[config.mk]
export PLATFORM = sky130hd
export DESIGN_NAME = uart_tx_arbiter_flat
export DESIGN_NICKNAME = d
export VERILOG_FILES = /design/src/rtl/uart_tx_arbiter_if.sv /design/src/rtl/uart_tx_arbiter.sv /design/src/flat_wrapper.sv
export SDC_FILE = /design/constraint.sdc
export NUM_CORES = 1
export LEC_CHECK = 0
export ABC_AREA = 1
export BUFFER_PORTS_ARGS = -buffer_cell sky130_fd_sc_hd__buf_2
export CORE_AREA = 2 2 115 61
export CTS_BUF_LIST = sky130_fd_sc_hd__clkbuf_4
export DETAILED_ROUTE_END_ITERATION = 8
export DIE_AREA = 0 0 117 63
export PLACE_DENSITY_LB_ADDON = 0.2
export SLEW_MARGIN = 20
export SYNTH_ARGS = -nofsm -noshare
export SYNTH_HDL_FRONTEND = slang
export SYNTH_SLANG_ARGS = --single-unit
[constraint.sdc]
create_clock -name clk -period 2.12 [get_ports clk]
set_clock_uncertainty 0.2 [all_clocks]
set_input_delay 0.106 -clock clk [delete_from_list [all_inputs] [get_ports clk]]
set_output_delay 0.106 -clock clk [all_outputs]
set_load 0.03 [all_outputs]
[src/rtl/uart_tx_arbiter_if.sv]
// Requester byte streams, transmitter handshake and grant status shared by uart_tx_arbiter.
// Requester i drives req_data[i] (bits [8i+7:8i] of the flat view).
interface uart_tx_arbiter_if #(
  parameter int NUM_REQ = 4
);
  localparam int IDW = $clog2(NUM_REQ);

  logic [NUM_REQ-1:0]      req_valid;
  logic [NUM_REQ-1:0][7:0] req_data;
  logic [NUM_REQ-1:0]      req_last;
  logic [NUM_REQ-1:0]      req_ready;
  logic [7:0]              tx_data;
  logic                    tx_start;
  logic                    tx_busy;
  logic                    grant_valid;
  logic [IDW-1:0]          grant_id;

  // master: requesters plus transmitter; slave: the arbiter
  modport master (
    output req_valid, req_data, req_last, tx_busy,
    input  req_ready, tx_data, tx_start, grant_valid, grant_id
  );
  modport slave (
    input  req_valid, req_data, req_last, tx_busy,
    output req_ready, tx_data, tx_start, grant_valid, grant_id
  );
endinterface

[src/rtl/uart_tx_arbiter.sv]
// Packet-atomic round-robin arbiter sharing one UART byte transmitter between NUM_REQ requesters.
// A grant lasts until the last byte, MAX_BURST bytes, or STALL_CYCLES idle clocks.
module uart_tx_arbiter #(
  parameter int NUM_REQ      = 4,
  parameter int MAX_BURST    = 16,
  parameter int STALL_CYCLES = 65535
) (
  input logic              clk,
  input logic              rst,
  uart_tx_arbiter_if.slave bus
);
  localparam int IDW = $clog2(NUM_REQ);
  localparam int IW1 = IDW + 1;

  localparam logic [1:0] IDLE      = 2'd0;
  localparam logic [1:0] SEND      = 2'd1;
  localparam logic [1:0] WAIT_BUSY = 2'd2;
  localparam logic [1:0] WAIT_DONE = 2'd3;

  localparam logic [19:0]    STALL_MAX = 20'(STALL_CYCLES - 1);
  localparam logic [7:0]     BURST_MAX = 8'(MAX_BURST);
  localparam logic [IDW-1:0] LAST_ID   = IDW'(NUM_REQ - 1);

  logic [1:0]     state_q, state_d;
  logic [IDW-1:0] grant_id_q, grant_id_d;
  logic [IDW-1:0] rr_ptr_q, rr_ptr_d;
  logic           grant_valid_q, grant_valid_d;
  logic [7:0]     byte_cnt_q, byte_cnt_d;
  logic [19:0]    stall_cnt_q, stall_cnt_d;
  logic [1:0]     wb_cnt_q, wb_cnt_d;
  logic           last_q, last_d;
  logic [7:0]     tx_data_q, tx_data_d;
  logic           tx_start_q, tx_start_d;

  logic [NUM_REQ-1:0] ready;
  logic [IW1-1:0]     rr_idx;
  logic [IDW-1:0]     pick_id;
  logic               pick_found;
  logic               hs;
  logic               rel;

  // First valid requester at or after rr_ptr, wrapping at NUM_REQ.
  always_comb begin
    pick_found = 1'b0;
    pick_id    = '0;
    rr_idx     = '0;
    for (int k = 0; k < NUM_REQ; k++) begin
      rr_idx = {1'b0, rr_ptr_q} + IW1'(k);
      if (rr_idx >= IW1'(NUM_REQ)) rr_idx = rr_idx - IW1'(NUM_REQ);
      if (!pick_found && bus.req_valid[rr_idx[IDW-1:0]]) begin
        pick_found = 1'b1;
        pick_id    = rr_idx[IDW-1:0];
      end
    end
  end

  always_comb begin
    ready = '0;
    if (state_q == SEND && grant_valid_q)
      ready[grant_id_q] = bus.req_valid[grant_id_q] & ~bus.tx_busy;
  end

  assign hs = ready[grant_id_q];

  always_comb begin
    state_d       = state_q;
    grant_id_d    = grant_id_q;
    rr_ptr_d      = rr_ptr_q;
    grant_valid_d = grant_valid_q;
    byte_cnt_d    = byte_cnt_q;
    stall_cnt_d   = stall_cnt_q;
    wb_cnt_d      = wb_cnt_q;
    last_d        = last_q;
    tx_data_d     = tx_data_q;
    tx_start_d    = 1'b0;
    rel           = 1'b0;
    unique case (state_q)
      IDLE: begin
        if (!bus.tx_busy && pick_found) begin
          grant_id_d    = pick_id;
          grant_valid_d = 1'b1;
          byte_cnt_d    = '0;
          stall_cnt_d   = '0;
          state_d       = SEND;
        end
      end
      SEND: begin
        if (hs) begin
          tx_data_d   = bus.req_data[grant_id_q];
          tx_start_d  = 1'b1;
          byte_cnt_d  = byte_cnt_q + 8'd1;
          last_d      = bus.req_last[grant_id_q];
          stall_cnt_d = '0;
          wb_cnt_d    = '0;
          state_d     = WAIT_BUSY;
        end else if (!bus.req_valid[grant_id_q]) begin
          if (stall_cnt_q >= STALL_MAX) rel = 1'b1;
          else stall_cnt_d = stall_cnt_q + 20'd1;
        end
      end
      // Bounded wait so a transmitter that never reports busy cannot wedge the grant.
      WAIT_BUSY: begin
        if (bus.tx_busy || wb_cnt_q == 2'd3) state_d = WAIT_DONE;
        else wb_cnt_d = wb_cnt_q + 2'd1;
      end
      WAIT_DONE: begin
        if (!bus.tx_busy) begin
          if (last_q || byte_cnt_q == BURST_MAX) rel = 1'b1;
          else state_d = SEND;
        end
      end
      default: state_d = IDLE;
    endcase
    if (rel) begin
      grant_valid_d = 1'b0;
      rr_ptr_d      = (grant_id_q == LAST_ID) ? '0 : grant_id_q + IDW'(1);
      state_d       = IDLE;
    end
  end

  always_ff @(posedge clk) begin
    if (rst) begin
      state_q       <= IDLE;
      grant_id_q    <= '0;
      rr_ptr_q      <= '0;
      grant_valid_q <= 1'b0;
      byte_cnt_q    <= '0;
      stall_cnt_q   <= '0;
      wb_cnt_q      <= '0;
      last_q        <= 1'b0;
      tx_data_q     <= '0;
      tx_start_q    <= 1'b0;
    end else begin
      state_q       <= state_d;
      grant_id_q    <= grant_id_d;
      rr_ptr_q      <= rr_ptr_d;
      grant_valid_q <= grant_valid_d;
      byte_cnt_q    <= byte_cnt_d;
      stall_cnt_q   <= stall_cnt_d;
      wb_cnt_q      <= wb_cnt_d;
      last_q        <= last_d;
      tx_data_q     <= tx_data_d;
      tx_start_q    <= tx_start_d;
    end
  end

  assign bus.req_ready   = ready;
  assign bus.tx_data     = tx_data_q;
  assign bus.tx_start    = tx_start_q;
  assign bus.grant_valid = grant_valid_q;
  assign bus.grant_id    = grant_id_q;
endmodule

[src/flat_wrapper.sv]
// flat-port wrapper written by rule: the top's interface ports become plain ports
module uart_tx_arbiter_flat 
#(
  parameter int NUM_REQ      = 4,
  parameter int MAX_BURST    = 16,
  parameter int STALL_CYCLES = 65535
)
  (clk, rst, bus_req_valid, bus_req_data, bus_req_last, bus_tx_busy, bus_req_ready, bus_tx_data, bus_tx_start, bus_grant_valid, bus_grant_id);
  uart_tx_arbiter_if #(.NUM_REQ(NUM_REQ)) bus_i ();
  input logic clk;
  input logic rst;
  input wire logic [$bits(bus_i.req_valid)-1:0] bus_req_valid;
  input wire logic [$bits(bus_i.req_data)-1:0] bus_req_data;
  input wire logic [$bits(bus_i.req_last)-1:0] bus_req_last;
  input wire logic [$bits(bus_i.tx_busy)-1:0] bus_tx_busy;
  output wire logic [$bits(bus_i.req_ready)-1:0] bus_req_ready;
  output wire logic [$bits(bus_i.tx_data)-1:0] bus_tx_data;
  output wire logic [$bits(bus_i.tx_start)-1:0] bus_tx_start;
  output wire logic [$bits(bus_i.grant_valid)-1:0] bus_grant_valid;
  output wire logic [$bits(bus_i.grant_id)-1:0] bus_grant_id;
  assign bus_i.req_valid = bus_req_valid;
  assign bus_i.req_data = bus_req_data;
  assign bus_i.req_last = bus_req_last;
  assign bus_i.tx_busy = bus_tx_busy;
  assign bus_req_ready = bus_i.req_ready;
  assign bus_tx_data = bus_i.tx_data;
  assign bus_tx_start = bus_i.tx_start;
  assign bus_grant_valid = bus_i.grant_valid;
  assign bus_grant_id = bus_i.grant_id;
  uart_tx_arbiter #(.NUM_REQ(NUM_REQ), .MAX_BURST(MAX_BURST), .STALL_CYCLES(STALL_CYCLES)) u_core (.clk(clk), .rst(rst), .bus(bus_i));
endmodule
# Yosys cells after proc, flatten, opt, wreduce, memory -nomap -nowiden
# Cells that the tools add are included.
classes:
  n_addsub: 11
  mul: 0
  div_mod_pow: 0
  magnitude_cmp: 11
  eq_ne: 14
  shifts: 0
  mux: 56
  bitwise_logic: 4
  n_reduce_logical: 23
op_table:
  columns: ["op", "n"]
  rows:
  - ["2-to-1 mux 20 bit", 4]
  - ["one-hot mux 20 bit (2 select lines)", 1]
  - ["2-to-1 mux 2 bit", 16]
  - ["2-to-1 mux 8 bit", 3]
  - ["adder 20 x 1 -> 20 bit (second input constant)", 1]
  - ["greater-or-equal comparator 20 x 16 -> 1 bit (second input constant)", 1]
  - ["2-to-1 mux 1 bit", 18]
  - ["binary-select mux 8 bit (select 2 bit)", 1]
  - ["one-hot mux 8 bit (2 select lines)", 1]
  - ["< comparator 2 x 3 -> 1 bit (second input constant)", 5]
  - ["binary-select mux 1 bit (select 2 bit)", 7]
  - ["greater-or-equal comparator 3 bit (second input constant)", 3]
  - ["adder 8 x 1 -> 8 bit (second input constant)", 1]
  - ["== test 2 bit (second input constant)", 4]
  - ["== test 8 x 5 -> 1 bit (second input constant)", 1]
  - ["one-hot mux 2 bit (4 select lines)", 1]
  - ["subtractor 2 x 1 -> 2 bit (second input constant)", 4]
  - ["adder 2 x 2 -> 3 bit (second input constant)", 2]
  - ["logical AND 1 bit", 6]
  - ["!= test 2 x 1 -> 1 bit (second input constant)", 3]
  - ["!= test 2 bit (second input constant)", 3]
  - ["!= test 3 x 2 -> 1 bit (second input constant)", 2]
  - ["AND reduction 3 bit", 2]
  - ["AND reduction 5 bit", 1]
  - ["19 further kinds", 28]
totals:
  ff_bits: 47
  latch_bits: 0
  ramBits: 0
  mem_bits_ro: 0
  inputBits: 43
  output_inout_bits: 16
  elab_cells: 129
  mem_count: 0

# Longest topological paths before layout
depth:
  ltp_word: 17
  mapped_depth: 14
  depth_no_buf: 13

# Worst setup path after synthesis
# No wires, ideal clock.
synth_timing:
  path_kind: "flip-flop to flip-flop"
  from: "reg u_core.grant_id_q[1] (netlist: u_core.bus.grant_id[1])"
  to: "reg u_core.stall_cnt_q[10]"
  setup_ps: 70
  arrival_time_ps: 2159
  required_ps: 1850
  setup_slack_ps: -309
  stages_incl_launch_ff: 14
  path_buffers: 2
  period_less_slack_ps: 2429
  path_cell_list: "dfxtp_1 -> inv_1 -> clkbuf_1 -> ha_1 -> inv_1 -> nor2_1 -> nand4_1 -> nand2_1 -> nand3_2 -> nand2_4 -> nor2_2 -> buf_4 -> nand3_1 -> a21oi_2"
synth_between:
  elab_chain_cells: 10
  word_cells_on_any_way: 17
  cone_classes: "order compare: 2; eq/ne: 2; mux: 9; bitwise: 2; reduce/logical: 2"
synth_lines:
  columns: ["item", "line_no", "rtl"]
  rows:
  - ["from (decl)", "uart_tx_arbiter.sv:25", "logic [IDW-1:0] grant_id_q, grant_id_d;"]
  - ["from (signal assigned)", "uart_tx_arbiter.sv:135", "grant_id_q <= grant_id_d;"]
  - ["< comparator 2 x 3 -> 1 bit (not written as such) or greater-or-equal comparator 2 x 1 -> 1 bit (tied branches)", "uart_tx_arbiter.sv:60", "ready[grant_id_q] = bus.req_valid[grant_id_q] & ~bus.tx_busy;"]
  - ["logical AND 1 bit (not written as such)", "uart_tx_arbiter.sv:60", null]
  - ["2-to-1 mux 1 bit (not written as such)", "uart_tx_arbiter.sv:60", null]
  - ["demux 1 bit (select 2 bit)", null, null]
  - ["AND 4 bit (no source line)", null, null]
  - ["2-to-1 mux 4 bit", "uart_tx_arbiter.sv:59", "if (state_q == SEND && grant_valid_q)"]
  - ["binary-select mux 1 bit (select 2 bit)", "uart_tx_arbiter.sv:63", "assign hs = ready[grant_id_q];"]
  - ["2-to-1 mux 1 bit (not written as such)", "uart_tx_arbiter.sv:63", null]
  - ["!= test 3 x 2 -> 1 bit (no source line) or 2-to-1 mux 20 bit (tied branches)", null, null]
  - ["AND reduction 4 bit (no source line) or one-hot mux 20 bit (2 select lines) (tied branches)", null, null]
  - ["to (signal assigned)", "uart_tx_arbiter.sv:139", "stall_cnt_q <= stall_cnt_d;"]
  - ["to (decl)", "uart_tx_arbiter.sv:29", "logic [19:0] stall_cnt_q, stall_cnt_d;"]
# Parallel ways exist; a longest one is shown, timed or not. The select of a mux whose other input is x is not followed.
# A chain may end at the register's enable or synchronous reset.

# Worst setup path in the final report
layout_timing:
  from: "reg u_core.grant_id_q[0] (netlist: u_core.bus.grant_id[0])"
  to: "reg u_core.stall_cnt_q[0]"
# Same word-level chain as after synthesis.

==> metrics.log <==
[metrics] final slew viol count: 0
[metrics] flip-flop and latch count after synthesis: 47
[metrics] sequential area share after synthesis: between 20% and 30%
[metrics] total power density per cell area: 862 nW/um2
[metrics] vias in the first global route: 3301
[metrics] floorplan core area: 6440 um2
[metrics] CP Max Fanout: 8
[metrics] Worst VDD drop: 0.000471 V
[metrics] Mapped Area: between 3000 and 4000 um2
[metrics] ordered cell list for the critical path: inv_2, ha_1, inv_1, nor2_1, nand4_1, nand2_2, nand3_4, nand3_4, buf_6, o21ai_2, nor2_1, nor2_1
[metrics] multi-input combinational cell area: 2140 um2
[metrics] area of all sequential standard cells: 960 um2
[metrics] vias post-DR: roughly 3600
[metrics] number of max-cap violations: 0
[metrics] RR Startpoint: u_core.bus.grant_id[0]
[metrics] total routing resource utilization after global routing: 26.3%
[metrics] number of diodes added for antenna fixing: 0
[metrics] vertical die dimension: between 60 and 70 um
[metrics] Register-to-Register Path Depth: 12
[metrics] P_leak: 1.94 nW
[metrics] floorplan die area: 7370 um2
[metrics] final antenna-violating net count: 0
[metrics] worst setup path category: reg -> reg
[metrics] required time worst endpoint: 2.20 ns
[metrics] antenna violations before repair: 0
[metrics] nets in the synthesized netlist: 535
[metrics] cell types occupying the most area after synthesis: sky130_fd_sc_hd__dfxtp_1 29%, sky130_fd_sc_hd__nand2_1 9.9%, sky130_fd_sc_hd__nor2_1 9.2%
[metrics] highest cell delay on the worst timing path: 0.40 ns
[metrics] root cell of the clock tree: sky130_fd_sc_hd__clkbuf_4
[metrics] minimum period implied by the final worst setup slack: 2.11 ns
[metrics] detailed router's first-iteration violation count: 298
[metrics] final worst path period share: 99.4%
[metrics] site row count: 21
[metrics] setup TNS: 0 ns
[metrics] number of fill cells: 527
[metrics] Reg2Reg Setup Slack: 0.01 ns
[metrics] endpoint type of the worst setup path: flop
[metrics] Worst R2R End: u_core.stall_cnt_q[0]
[metrics] hold-critical path depth: 7
[metrics] arrival time worst endpoint: 2.19 ns
[metrics] number of CTS-inserted buffers: 5
[metrics] DPL Wire Length: 6440 um
[metrics] Final setup violation count: 0
[metrics] area fraction of the dominant cell type after synthesis: 28.7%
[metrics] Net count, final: ~660
[metrics] sum of routed wire length over all layers: 9690 um
[metrics] hold_sp: bus_req_valid[2]
[metrics] post-synthesis instance total: 479
[metrics] Hold Crit Endpoint: u_core.bus.grant_id[1]
[metrics] Port Buffers: 58
[metrics] starting density of the core: 50.9%
[metrics] detail-routed net length per standard cell: ~14 um
[metrics] remaining design rule violation count: 0
[metrics] distinct cell type count of the synthesized netlist: 34
[metrics] most used cell, CP: sky130_fd_sc_hd__nor2_1
[metrics] clock latency at the later pin of the worst-skew pair: between 0.3 and 0.4 ns
[metrics] top-level port count: 59
[metrics] Routability Congestion: 0.880
[metrics] Sinks on Clock Net: 47
[metrics] layout cells sized above 1: 30.7%
[metrics] global-route wire length before repair: 15600 um
[metrics] pin count of the biggest net entering global routing: 26
[metrics] mean instance size in the synthesized netlist: 6.84 um2
[metrics] maximum level of the CTS H-tree: 2
[metrics] critical path launch point type: flop
[metrics] cell type with the highest aggregate area in the netlist: sky130_fd_sc_hd__dfxtp_1
[metrics] TritonCTS clock tree: yes
[metrics] YS warnings: 0
[metrics] Tot Pwr: between 0.003 and 0.004 W
[metrics] pre-CTS setup slack: 0.00993 ns
[metrics] RSZ-0062 raised after global routing: true
[metrics] post-detailed-route via-to-cell ratio: 5.19
[metrics] detailed-routing iteration count for the pre-antenna-repair pass: 5
[metrics] Layout Cells excl Fill: 692
[metrics] number of endpoints with negative hold slack in the final report: 0
[metrics] actual transition at the worst max-transition pin: 0.565 ns
[metrics] Relative slew margins: 61.9%
[metrics] fmax: 475 MHz
[metrics] worst hold path class: in -> reg
[metrics] Area growth, synth to finish: 37.4%
[metrics] slowest stage cell, crit path: sky130_fd_sc_hd__dfxtp_4
[metrics] clock transition at the registers of the reported paths: 0.15 ns
[metrics] number of instances in the placed design: 638
[metrics] fin worst setup slack: around 0.013 ns
[metrics] DIE WIDTH: 117 um
[metrics] leftover overflow at the end of global routing: 0
[metrics] maximum count of clock buffers along a single path: 2
[metrics] status: completed
[metrics] Layout Cell Area excl Fill: 4500 um2
[metrics] instance area at placement: about 3800 um2
[timing repair]
item | 4_1_cts | 5_1_grt
hold buffers | 38 | 0
endpoints found under the hold margin | 23 | 0
pin swaps | 0 | 17
gates resized for setup | 1 | 44
gates cloned | 0 | 2
setup endpoints to repair | 3 | 41
setup buffers | 0 | 6
[Yosys cell counts (all sizes together)]
library cell,number
o211ai,3
clkbuf,11
and2,1
buf,7
a21oi,33
nand3,49
xor2,12
xnor2,3
nand2,97
o22ai,1
nand4,8
inv,52
nor3,7
or2,1
nand3b,2
dfxtp,47
o21ai,40
ha,13
nor2,83
a31oi,9
[through the flow]
| stage | utilization, % | hold WS [ns] |
|---|---|---|
| 6_report | 69.9 | 0.211 |
| 3_5_place_dp | 59.4 | 0.233 |
| 4_1_cts | 66.6 | 0.188 |
| 3_3_place_gp | 59.4 | 0.224 |
| 2_1_floorplan | - | -0.0172 |
| 5_1_grt | 69.9 | 0.223 |
[state kept, by name, indices dropped and copies added (netlist names), 2 cells and up]
register,cells
u_core.stall_cnt_q,20
u_core.bus.tx_data,8
u_core.byte_cnt_q,8
u_core.bus.grant_id,2
u_core.rr_ptr_q,2
u_core.state_q,2
u_core.wb_cnt_q,2
[metal layers]
layer  global-route usage [%]  routed length [um]  vias to the layer above
li1                         -                   -                     1804
met1                     38.3                4750                     1644
met5                        0                   0                        -
met3                     6.40                 685                       12
met2                     39.4                4160                      132
met4                     5.29                  91                        0
[area by class of cell]
class	count	area share, %
multi-input cells	363	47.6
clock buffers	5	0.834
flip-flops and latches	47	21.3
well taps	92	2.56
inverters	52	4.48
clock inverters	3	0.973
repair buffers	130	22.2
[placed cells by master (no fill, tap or decap), types with 3 or more instances in the layout]
| cell | instances |
|---|---|
| sky130_fd_sc_hd__nand3_1 | 29 |
| sky130_fd_sc_hd__nand3_2 | 16 |
| sky130_fd_sc_hd__o21ai_0 | 34 |
| sky130_fd_sc_hd__dfxtp_1 | 40 |
| sky130_fd_sc_hd__dfxtp_2 | 3 |
| sky130_fd_sc_hd__nand2_8 | 3 |
| sky130_fd_sc_hd__nor2_1 | 79 |
| sky130_fd_sc_hd__o211ai_1 | 3 |
| sky130_fd_sc_hd__a31oi_1 | 9 |
| sky130_fd_sc_hd__o21ai_2 | 3 |
| sky130_fd_sc_hd__buf_4 | 25 |
| sky130_fd_sc_hd__dfxtp_4 | 4 |
| sky130_fd_sc_hd__inv_2 | 6 |
| sky130_fd_sc_hd__buf_12 | 3 |
| sky130_fd_sc_hd__buf_2 | 58 |
| sky130_fd_sc_hd__o21ai_1 | 3 |
| sky130_fd_sc_hd__xnor2_1 | 3 |
| sky130_fd_sc_hd__buf_6 | 5 |
| sky130_fd_sc_hd__nand2_1 | 79 |
| sky130_fd_sc_hd__nor3_1 | 7 |
| sky130_fd_sc_hd__nand2_2 | 13 |
| sky130_fd_sc_hd__clkbuf_4 | 5 |
| sky130_fd_sc_hd__dlygate4sd3_1 | 38 |
| sky130_fd_sc_hd__a21oi_2 | 18 |
| sky130_fd_sc_hd__nand3_4 | 4 |
| sky130_fd_sc_hd__inv_1 | 44 |
| sky130_fd_sc_hd__a21oi_1 | 14 |
| sky130_fd_sc_hd__xor2_1 | 12 |
| sky130_fd_sc_hd__ha_1 | 11 |
| sky130_fd_sc_hd__nand2_4 | 3 |
| sky130_fd_sc_hd__nand4_1 | 8 |
[cells by family after synthesis]
kind of cell             count (synthesis)  share of synthesized area (%)
AND/OR/NAND/NOR                        248                           37.1
AO/OA/AOI/OAI                           86                           15.9
buffers and inverters                   70                           9.21
flip-flops                              47                           28.7
XOR/XNOR                                15                           4.01
adder cells (fa/ha/maj)                 13                           4.97
[power by group]
group / switching [W] / internal [W] / total (W)
logic: 0.00131 / 0.000898 / 0.00221
registers: 0.000106 / 0.000996 / 0.00110
clock network: 0.000316 / 0.000249 / 0.000565
[how the worst max path moves through the flow]
stage / end / startpoint / slack [ns] / cells past startpoint
after CTS: u_core.wb_cnt_q[0] / u_core.state_q[0] / 0.002 / 11
after global placement: u_core.stall_cnt_q[3] / u_core.stall_cnt_q[13] / 0.08 / 11
after floorplan: u_core.stall_cnt_q[10] / u_core.bus.grant_id[1] / 0.02 / 13
final: u_core.stall_cnt_q[0] / u_core.bus.grant_id[0] / 0.01 / 12
after global routing: u_core.stall_cnt_q[0] / u_core.bus.grant_id[0] / -0.08 / 12
after detailed placement: u_core.stall_cnt_q[0] / u_core.state_q[0] / 0.01 / 11
[critical path: cells and delay by family (launching register included)]
family | cells | cell delay [ns]
compound gates | 1 | 0.08
fa+ha+maj | 1 | 0.16
buf+inv | 3 | 0.31
flops | 1 | 0.40
simple gates | 7 | 0.86
Power figures use the tool's default switching activity.
